### src/rtl/rice_riscv_pkg.sv
`default_nettype none
// ============================================================================
// Module   : rice_riscv_pkg
// Purpose  : RV32I opcode / instruction-format types, decoded-instruction
//            record and decode helper functions shared by the decode stage.
// Revision : 1.0  initial release
// ============================================================================
package rice_riscv_pkg;

  localparam int c_XLEN = 32;

  // Major opcodes of the RV32I base set (inst[6:0])
  typedef enum logic [6:0] {
    OPC_LOAD     = 7'b0000011,
    OPC_MISC_MEM = 7'b0001111,
    OPC_OP_IMM   = 7'b0010011,
    OPC_AUIPC    = 7'b0010111,
    OPC_STORE    = 7'b0100011,
    OPC_OP       = 7'b0110011,
    OPC_LUI      = 7'b0110111,
    OPC_BRANCH   = 7'b1100011,
    OPC_JALR     = 7'b1100111,
    OPC_JAL      = 7'b1101111,
    OPC_SYSTEM   = 7'b1110011
  } rice_riscv_opcode;

  // Instruction formats; R doubles as the fallback for unknown opcodes
  typedef enum logic [2:0] {
    INST_R = 3'd0,
    INST_I = 3'd1,
    INST_S = 3'd2,
    INST_B = 3'd3,
    INST_U = 3'd4,
    INST_J = 3'd5
  } rice_riscv_inst_type;

  typedef logic [31:0] rice_riscv_inst;

  // Opcode is kept as a raw vector so illegal encodings survive unchanged
  typedef struct packed {
    logic [c_XLEN-1:0]   pc;
    rice_riscv_inst      inst;
    logic [6:0]          opcode;
    rice_riscv_inst_type inst_type;
    logic [4:0]          rs1;
    logic [4:0]          rs2;
    logic [4:0]          rd;
    logic [c_XLEN-1:0]   imm;
    logic                illegal;
  } rice_riscv_decoded;

  function automatic logic is_legal_opcode(input logic [6:0] opcode);
    case (opcode)
      OPC_LOAD, OPC_MISC_MEM, OPC_OP_IMM, OPC_AUIPC, OPC_STORE, OPC_OP,
      OPC_LUI, OPC_BRANCH, OPC_JALR, OPC_JAL, OPC_SYSTEM: return 1'b1;
      default: return 1'b0;
    endcase
  endfunction

  function automatic rice_riscv_inst_type get_inst_type(input logic [6:0] opcode);
    case (opcode)
      OPC_LUI, OPC_AUIPC:                                  return INST_U;
      OPC_JAL:                                             return INST_J;
      OPC_JALR, OPC_LOAD, OPC_OP_IMM, OPC_MISC_MEM,
      OPC_SYSTEM:                                          return INST_I;
      OPC_BRANCH:                                          return INST_B;
      OPC_STORE:                                           return INST_S;
      default:                                             return INST_R;
    endcase
  endfunction

  // Sign bit of every immediate is inst[31]
  function automatic logic [c_XLEN-1:0] get_imm(input rice_riscv_inst      inst,
                                                input rice_riscv_inst_type inst_type);
    case (inst_type)
      INST_I:  return {{20{inst[31]}}, inst[31:20]};
      INST_S:  return {{20{inst[31]}}, inst[31:25], inst[11:7]};
      INST_B:  return {{19{inst[31]}}, inst[31], inst[7], inst[30:25], inst[11:8], 1'b0};
      INST_U:  return {inst[31:12], 12'b0};
      INST_J:  return {{11{inst[31]}}, inst[31], inst[19:12], inst[20], inst[30:21], 1'b0};
      default: return '0;
    endcase
  endfunction

endpackage
`default_nettype wire

### src/rtl/rice_inst_decoder.sv
`default_nettype none
// ============================================================================
// Module   : rice_inst_decoder
// Purpose  : Purely combinational RV32I field decoder: raw word + pc in,
//            decoded record out.
// Revision : 1.0  initial release
// ============================================================================
module rice_inst_decoder
  import rice_riscv_pkg::*;
(
  input  logic [c_XLEN-1:0] i_pc,
  input  logic [31:0]       i_inst,
  output rice_riscv_decoded o_decoded
);

  rice_riscv_inst_type w_type;
  logic                w_has_rs1;
  logic                w_has_rs2;
  logic                w_has_rd;

  // Format lookup and register-field presence per format
  always_comb begin
    w_type    = get_inst_type(i_inst[6:0]);
    w_has_rs1 = (w_type == INST_R) || (w_type == INST_I) ||
                (w_type == INST_S) || (w_type == INST_B);
    w_has_rs2 = (w_type == INST_R) || (w_type == INST_S) || (w_type == INST_B);
    w_has_rd  = (w_type == INST_R) || (w_type == INST_I) ||
                (w_type == INST_U) || (w_type == INST_J);
  end

  // Assemble the decoded record; absent register fields read as x0
  always_comb begin
    o_decoded.pc        = i_pc;
    o_decoded.inst      = i_inst;
    o_decoded.opcode    = i_inst[6:0];
    o_decoded.inst_type = w_type;
    o_decoded.rs1       = w_has_rs1 ? i_inst[19:15] : 5'd0;
    o_decoded.rs2       = w_has_rs2 ? i_inst[24:20] : 5'd0;
    o_decoded.rd        = w_has_rd  ? i_inst[11:7]  : 5'd0;
    o_decoded.imm       = get_imm(i_inst, w_type);
    o_decoded.illegal   = (i_inst[1:0] != 2'b11) || !is_legal_opcode(i_inst[6:0]);
  end

endmodule
`default_nettype wire

### src/rtl/rice_core_decode_stage.sv
`default_nettype none
// ============================================================================
// Module   : rice_core_decode_stage
// Purpose  : Decode pipeline stage between fetch and execute. Decodes the
//            incoming word combinationally and stores the result in a
//            2-entry skid buffer so that o_ready is a pure register output.
// Revision : 1.0  initial release
// ============================================================================
module rice_core_decode_stage
  import rice_riscv_pkg::*;
#(
  parameter int              XLEN     = 32,   // only 32 (RV32I) is supported
  parameter logic [XLEN-1:0] RESET_PC = '0
) (
  input  logic            i_clk,
  input  logic            i_rst_n,
  input  logic            i_flush,
  input  logic            i_valid,
  output logic            o_ready,
  input  logic [XLEN-1:0] i_pc,
  input  logic [31:0]     i_inst,
  output logic            o_valid,
  input  logic            i_ready,
  output logic [XLEN-1:0] o_pc,
  output logic [31:0]     o_inst,
  output logic [6:0]      o_opcode,
  output logic [2:0]      o_inst_type,
  output logic [4:0]      o_rs1,
  output logic [4:0]      o_rs2,
  output logic [4:0]      o_rd,
  output logic [XLEN-1:0] o_imm,
  output logic            o_illegal
);

  // Buffer occupancy: MAIN drives the outputs, SKID absorbs one overflow
  localparam logic [1:0] c_ST_EMPTY = 2'd0;
  localparam logic [1:0] c_ST_ONE   = 2'd1;
  localparam logic [1:0] c_ST_FULL  = 2'd2;

  localparam rice_riscv_decoded c_RESET_ENTRY = '{
    pc:        RESET_PC,
    inst:      32'd0,
    opcode:    7'd0,
    inst_type: INST_R,
    rs1:       5'd0,
    rs2:       5'd0,
    rd:        5'd0,
    imm:       '0,
    illegal:   1'b0
  };

  logic [1:0]        r_state;
  logic [1:0]        w_state_nxt;
  logic              r_ready;
  rice_riscv_decoded r_main;
  rice_riscv_decoded r_skid;
  rice_riscv_decoded w_dec;
  logic              w_valid;
  logic              w_in;
  logic              w_out;

  rice_inst_decoder u_decoder (
    .i_pc      (i_pc),
    .i_inst    (i_inst),
    .o_decoded (w_dec)
  );

  assign w_valid = (r_state != c_ST_EMPTY);
  assign w_in    = i_valid & r_ready;
  assign w_out   = w_valid & i_ready;

  // Next buffer state; a flush overrides every transfer
  always_comb begin
    w_state_nxt = r_state;
    case (r_state)
      c_ST_EMPTY: if (w_in) w_state_nxt = c_ST_ONE;
      c_ST_ONE: begin
        if (w_in && !w_out)      w_state_nxt = c_ST_FULL;
        else if (!w_in && w_out) w_state_nxt = c_ST_EMPTY;
      end
      c_ST_FULL:  if (w_out) w_state_nxt = c_ST_ONE;
      default:    w_state_nxt = c_ST_EMPTY;
    endcase
    if (i_flush) w_state_nxt = c_ST_EMPTY;
  end

  // State, registered ready and entry loading; entries only move on a transfer
  always_ff @(posedge i_clk or negedge i_rst_n) begin
    if (!i_rst_n) begin
      r_state <= c_ST_EMPTY;
      r_ready <= 1'b1;
      r_main  <= c_RESET_ENTRY;
      r_skid  <= c_RESET_ENTRY;
    end else begin
      r_state <= w_state_nxt;
      r_ready <= (w_state_nxt != c_ST_FULL);
      if (!i_flush) begin
        case (r_state)
          c_ST_EMPTY: if (w_in) r_main <= w_dec;
          c_ST_ONE: begin
            if (w_in && w_out) r_main <= w_dec;
            else if (w_in)     r_skid <= w_dec;
          end
          c_ST_FULL:  if (w_out) r_main <= r_skid;
          default: ;
        endcase
      end
    end
  end

  assign o_ready     = r_ready;
  assign o_valid     = w_valid;
  assign o_pc        = r_main.pc;
  assign o_inst      = r_main.inst;
  assign o_opcode    = r_main.opcode;
  assign o_inst_type = r_main.inst_type;
  assign o_rs1       = r_main.rs1;
  assign o_rs2       = r_main.rs2;
  assign o_rd        = r_main.rd;
  assign o_imm       = r_main.imm;
  assign o_illegal   = r_main.illegal;

endmodule
`default_nettype wire
### config.mk
export PLATFORM = sky130hd
export DESIGN_NAME = rice_core_decode_stage
export DESIGN_NICKNAME = d
export VERILOG_FILES = /design/src/rtl/rice_riscv_pkg.sv /design/src/rtl/rice_inst_decoder.sv /design/src/rtl/rice_core_decode_stage.sv
export SDC_FILE = /design/constraint.sdc
export NUM_CORES = 1
export LEC_CHECK = 0
export ABC_AREA = 1
export CAP_MARGIN = 15
export CELL_PAD_IN_SITES_DETAIL_PLACEMENT = 0
export CELL_PAD_IN_SITES_GLOBAL_PLACEMENT = 1
export CORE_MARGIN = 2
export CORE_UTILIZATION = 38
export CTS_BUF_LIST = sky130_fd_sc_hd__clkbuf_4 sky130_fd_sc_hd__clkbuf_8 sky130_fd_sc_hd__clkbuf_16
export CTS_CLUSTER_DIAMETER = 30
export DETAILED_ROUTE_END_ITERATION = 10
export PLACE_DENSITY_LB_ADDON = 0.08
export REMOVE_ABC_BUFFERS = 1
export SLEW_MARGIN = 15
export SYNTH_ARGS = -nofsm -noshare
export SYNTH_HDL_FRONTEND = slang
export SYNTH_SLANG_ARGS = --single-unit
export TNS_END_PERCENT = 50
### constraint.sdc
create_clock -name i_clk -period 2.4 [get_ports i_clk]
set_input_delay 0.48 -clock i_clk [delete_from_list [all_inputs] [get_ports i_clk]]
set_output_delay 0.48 -clock i_clk [all_outputs]
set_load 0.05 [all_outputs]
Word level (Yosys, flattened, before mapping):

Index checks and enable logic that the tools add are counted.

* input bits: 69
* output and inout port bits: 124
* bits in latches: 0
* word-level logic and storage cells: 86
* memory bits (read-only): 0
* memory bits (writable): 0
* register bits: 247
* memories kept: 0

* add/subtract/negate cells: 0
* mux-type cells: 16
* shift operators: 0
* divide/modulo/power cells: 0
* $lt $le $gt $ge: 0
* reductions and logical operators: 23
* bitwise logic cells: 4
* equal/unequal tests: 23
* $mul: 0

Operators by type and width (number)
* 122-bit two-way mux: 3
* 122-bit one-hot mux with 3 select lines: 1
* 32-bit one-hot mux with 5 select lines: 1
* 7-bit == test (second input constant): 4
* 7-bit by 6-bit == test with 1-bit output (second input constant): 3
* 5-bit two-way mux: 3
* 3-bit one-hot mux with 5 select lines: 1
* 7-bit by 5-bit == test with 1-bit output (second input constant): 2
* 11-bit OR reduction: 1
* 2-bit two-way mux: 5
* 2-bit != test (second input constant): 5
* 1-bit logical OR: 8
* 7-bit by 2-bit == test with 1-bit output (second input constant): 1
* 7-bit by 4-bit == test with 1-bit output (second input constant): 1
* 3-bit by 2-bit == test with 1-bit output (second input constant): 2
* 3-bit == test (second input constant): 2
* 2-bit one-hot mux with 3 select lines: 1
* 5-bit AND reduction: 1
* 5-bit OR reduction: 1
* 4-bit AND reduction: 1
* 3-bit by 1-bit == test with 1-bit output (second input constant): 1
* 1-bit logical AND: 3
* 1-bit logical NOT: 3
* 3-bit logical NOT: 1
* other kinds (9): 11

Longest topological paths before layout:

* depth after elaboration: 10
* mapped depth: 12
* gate-level depth less buffers: 11

Modules after synthesis:

A second synthesis with hierarchy kept.

* cells, all modules: 1759
* area total of the unflattened synthesis: 13008.7 um2

By module, submodules not included
* rice_core_decode_stage: times used 1, cells each 1492, area an instance 11583.6 um2, sequential area each 6182.2 um2
* rice_inst_decoder: times used 1, cells each 267, area an instance 1425.1 um2, sequential area each 0.0 um2

Least setup slack after synthesis:

No wires, ideal clock.

* kind: flip-flop to flip-flop
* start point: register r_ready, in the netlist o_ready
* end point: register r_main (netlist bit o_pc[10])
* cell stages (with the launch flop): 10
* library setup time: 0.082 ns
* path buffers: 3
* period minus slack after synthesis: 1.778 ns
* arrival: 1.696 ns
* data required time: 2.318 ns
* setup slack: 0.622 ns
* cells stage by stage: dfstp_2 > nand2_1 > o21ai_0 > nand3_1 > buf_4 > inv_4 > buf_6 > buf_6 > nor2_1 > a31oi_1

* cells in the longest elaborated chain, start to end: 4
* elaborated cells between the ends (all ways): 5
* classes of those cells: eq/ne: 2; bitwise: 1; reduce/logical: 2

Ends and longest elaborated chain
* start, declared: RTL line rice_core_decode_stage.sv:54 `logic r_ready;`
* start signal, assigned: RTL line rice_core_decode_stage.sv:96 `r_ready <= (w_state_nxt != c_ST_FULL);`
* 1-bit AND (*): RTL line rice_core_decode_stage.sv:69 `assign w_in = i_valid & r_ready;`
* 1-bit logical AND: RTL line rice_core_decode_stage.sv:101 `if (w_in && w_out) r_main <= w_dec;`
* 2-bit != test (no source line)
* 5-bit AND reduction (no source line) (*)
* end signal, assigned: RTL line rice_core_decode_stage.sv:99 `c_ST_EMPTY: if (w_in) r_main <= w_dec;`
* end signal, assigned: RTL line rice_core_decode_stage.sv:101
* end signal, assigned: RTL line rice_core_decode_stage.sv:104 `c_ST_FULL: if (w_out) r_main <= r_skid;`
* end, declared: RTL line rice_core_decode_stage.sv:55 `rice_riscv_decoded r_main;`

Every way passes the cells marked *; elsewhere a longest branch is shown, timed or not.
A chain may end at the register's enable or synchronous reset.

Worst setup path after layout:

* start point: register r_state[1]
* end point: output port o_valid

* cells in the longest elaborated chain, start to end: 1

Ends and longest elaborated chain
* start, declared: RTL line rice_core_decode_stage.sv:52 `logic [1:0] r_state;`
* start signal, assigned: RTL line rice_core_decode_stage.sv:90 `r_state <= c_ST_EMPTY;`
* start signal, assigned: RTL line rice_core_decode_stage.sv:95 `r_state <= w_state_nxt;`
* 2-bit nonzero test: RTL line rice_core_decode_stage.sv:68 `assign w_valid = (r_state != c_ST_EMPTY);`
* end, declared: RTL line rice_core_decode_stage.sv:22 `output logic o_valid,`

Every way passes these cells.

==> results.py <==
metrics = {
    "outcome": {
        "outcome": "finished clean",
    },
    "timing": {
        "final_max_slew_viol_count": 0,
        "worstMarginPinSlew_ns": 0.587,
        "setup_viol": 0,
        "final_hold_viol_count": 0,
        "fin_crit_ns": 2.28,
        "slew_headroom_pct": 60.7,
        "rsz0062_at_grt": "no",
        "finalCritPeriodShare_pct": 94.9,
        "clock.fmax_mhz": 439,
        "clock_skew_ns": 0.0164,
    },
    "logic_synthesis": {
        "synth_area_um2": 10800,
        "synth-edff-count": 0,
        "synth.distinct_cells": 30,
        "ys_seq_elements": 233,
        "yosysWarnings": 0,
        "synth_ff_type": "dfrtp_1",
        "netlist_instances": 1384,
        "synthArstFlopShare_pct": 100,
        "syn_avg_cell_area_um2": 7.78,
        "yosysSeqAreaShare_pct": 54.2,
    },
    "critical_path": {
        "crit_fanout": 7,
        "r2r_slack_ns": 0.44,
        "path_cells": "nor2_1, inv_1, dlygate4sd2_1",
        "reg2reg_to": "o_imm[29]$_DFFE_PN0P_",
        "critPathKind": "reg2out",
        "cp-start-kind": "flop",
        "cp.required_ns": 1.92,
        "crit_arrival_ns": 1.80,
        "cp-end-kind": "primary output",
        "reg2reg_depth": 7,
        "cp_slowest_cell": "dlygate4sd2_1",
        "timing.rr.start": "r_state[1]$_DFF_PN0_",
        "slowest_delay_ns": 0.53,
    },
    "power": {
        "p_per_area_nw_per_um2": 1120,
        "power_leakage_uw": 0.00790,
        "ir_worst_vdd_v": 0.000695,
    },
    "layout": {
        "multi_input_area_um2": 4260,
        "fin_area_um2": 15500,
        "seq_area_um2": 5830,
        "n_fill_cell": 2578,
        "area_growth_pct": 43.7,
        "diodes": 0,
        "drive_above_1_share_pct": 11.0,
        "nets": 1668,
        "utilization_pct": 55.5,
    },
    "route": {
        "num_vias": 9775,
        "post_drt_wl_per_cell_um": 15.7,
        "routed_wl_um": 31700,
        "drt_iter0_drc": 701,
        "first_pass_iters": 6,
        "drc_errors": 0,
        "ant_nets": 0,
        "viasPerCell": 4.83,
    },
    "clock_network": {
        "cts_tree": "done",
        "clk_pin_slew_worst_paths_ns": 0.05,
        "numCtsBuffers": 60,
        "clock_path_buffers": 3,
        "cts.sinks": 233,
        "cts_setup_buffers": 0,
        "cts_max_level": 2,
        "clk_latency_ns": 0.56,
        "cts-root-buf": "clkbuf_16",
    },
    "die": {
        "die_h_um": 172,
        "rows": 61,
        "num_io_pins": 193,
        "die_w_um": 172,
        "core_um2": 27900,
        "initial_utilization_pct": 38.6,
        "dieArea_um2": 29700,
    },
    "global_route": {
        "grt_pass1_wl_um": 52100,
        "grt_max_degree": 102,
        "gr-total-overflow": 0,
        "antenna_found_initial": 1,
        "grt_usage_pct": 22.1,
        "grt_pass1_vias": 9917,
    },
    "place": {
        "gp_congestion": 0.792,
        "io_buffers": 192,
        "hpwl_um": 19900,
        "place_area_um2": 13300,
    },
    "worst_hold_path": {
        "hold_path.class": "in2async",
    },
    "run": {
        "drv_cap": 0,
    },
}
-- per-layer routing --
layer / track usage (%) / share of wire (%) / vias to the layer above
met1: 29.9 / 47 / 4651
met4: 5.77 / 1.6 / 2
li1: - / - / 4833
met3: 4.44 / 5.0 / 46
met2: 36.4 / 47 / 243
met5: 0 / 0.041 / -
-- cells in the final DEF (no fill, tap or decap), drive strengths merged --
cell type / count
a31oi: 63
clkdlybuf4s50: 189
a21oi: 34
nand4: 1
nor2: 174
dlygate4sd2: 2
inv: 52
clkbuf: 82
buf: 53
o211ai: 1
dfstp: 1
o31ai: 6
dlygate4sd3: 1
dfrtp: 232
o22ai: 4
o21a: 1
clkinv: 13
nand3b: 1
nand3: 56
o21ai: 63
clkinvlp: 3
a211oi: 1
nand2: 593
bufinv: 12
nor3: 8
-- worst max-delay path, delay by kind of cell, from the launching register on --
family        cells  cell delay [ns]
flops             1             0.49
buf+inv           2             0.62
simple gates      1             0.13
-- area by class of cell --
class	instances	share of cell area, %
repair buffers	245	16.2
well taps	378	3.06
clock inverters	27	2.98
flip-flops and latches	233	37.7
clock buffers	82	11.3
inverters	53	1.32
multi-input cells	1006	27.5
-- Yosys cell counts (6+ instances only) --
| cell type | n | area share [%] |
|---|---|---|
| buf_6 | 9 | 0.94 |
| clkbuf_1 | 30 | 1.0 |
| a21oi_1 | 34 | 1.6 |
| o31ai_1 | 6 | 0.42 |
| o21ai_0 | 58 | 2.7 |
| nor3_1 | 8 | 0.37 |
| a31oi_1 | 63 | 3.7 |
| inv_1 | 47 | 1.6 |
| nand3_1 | 54 | 2.5 |
| nor2_1 | 170 | 5.9 |
| dfrtp_1 | 232 | 54 |
| buf_4 | 14 | 0.98 |
| nand2_1 | 591 | 21 |
| buf_2 | 34 | 1.6 |
-- what timing repair did --
action | in CTS | in global routing
hold buffers | 1 | 0
gates resized for setup | 2 | 0
setup endpoints to repair | 2 | 0
endpoints found under the hold margin | 59 | 0
-- sequential cells by signal (all words and copies together) (netlist names) --
| signal | cells |
|---|---|
| r_skid | 115 |
| o_imm | 32 |
| o_inst | 32 |
| o_pc | 32 |
| o_rd | 5 |
| o_rs1 | 5 |
| o_rs2 | 5 |
| o_inst_type | 3 |
| r_state | 2 |
| o_illegal | 1 |
| o_ready | 1 |
-- through the flow --
step	setup TNS, ns	total power [uW]	hold slack [ns]	std cells	setup slack, ns
floorplan	-743.60	7340	0.184	1292	-4.23
global route	0	18100	0.479	2024	0.0345
finish	0	17300	0.452	2024	0.121
CTS	0	17500	0.461	2024	0.103
global placement	0	8700	0.461	1914	0.0643
detailed placement	0	8740	0.465	1914	0.0307
-- kinds of logic after synthesis --
group,Yosys count,share of synthesized area [%]
and+or+nand+nor,833,30.2
buffers and inverters,145,6.59
AOI/OAI and AO/OA,173,9.03
DFF,233,54.2
-- how the worst max path moves through the flow --
stage,from,end,slack [ns],cells past startpoint
global route,r_state[1]$_DFF_PN0_,o_valid,0.03,3
global placement,i_inst[4],o_imm[29]$_DFFE_PN0P_,0.06,13
finish,r_state[1]$_DFF_PN0_,o_valid,0.12,3
detailed placement,i_inst[2],o_inst_type[0]$_DFFE_PN0P_,0.03,10
CTS,r_state[1]$_DFF_PN0_,o_valid,0.10,3
floorplan,r_state[0]$_DFF_PN0_,o_rs1[4]$_DFFE_PN0P_,-4.23,7
-- power breakdown --
group	leakage (uW)	internal [uW]	switching (uW)
sequential	0.00291	4710	409
combinational	0.00389	1210	2340
clock	0.00109	6280	2370
Note: power is estimated with default switching activity, not from simulation.
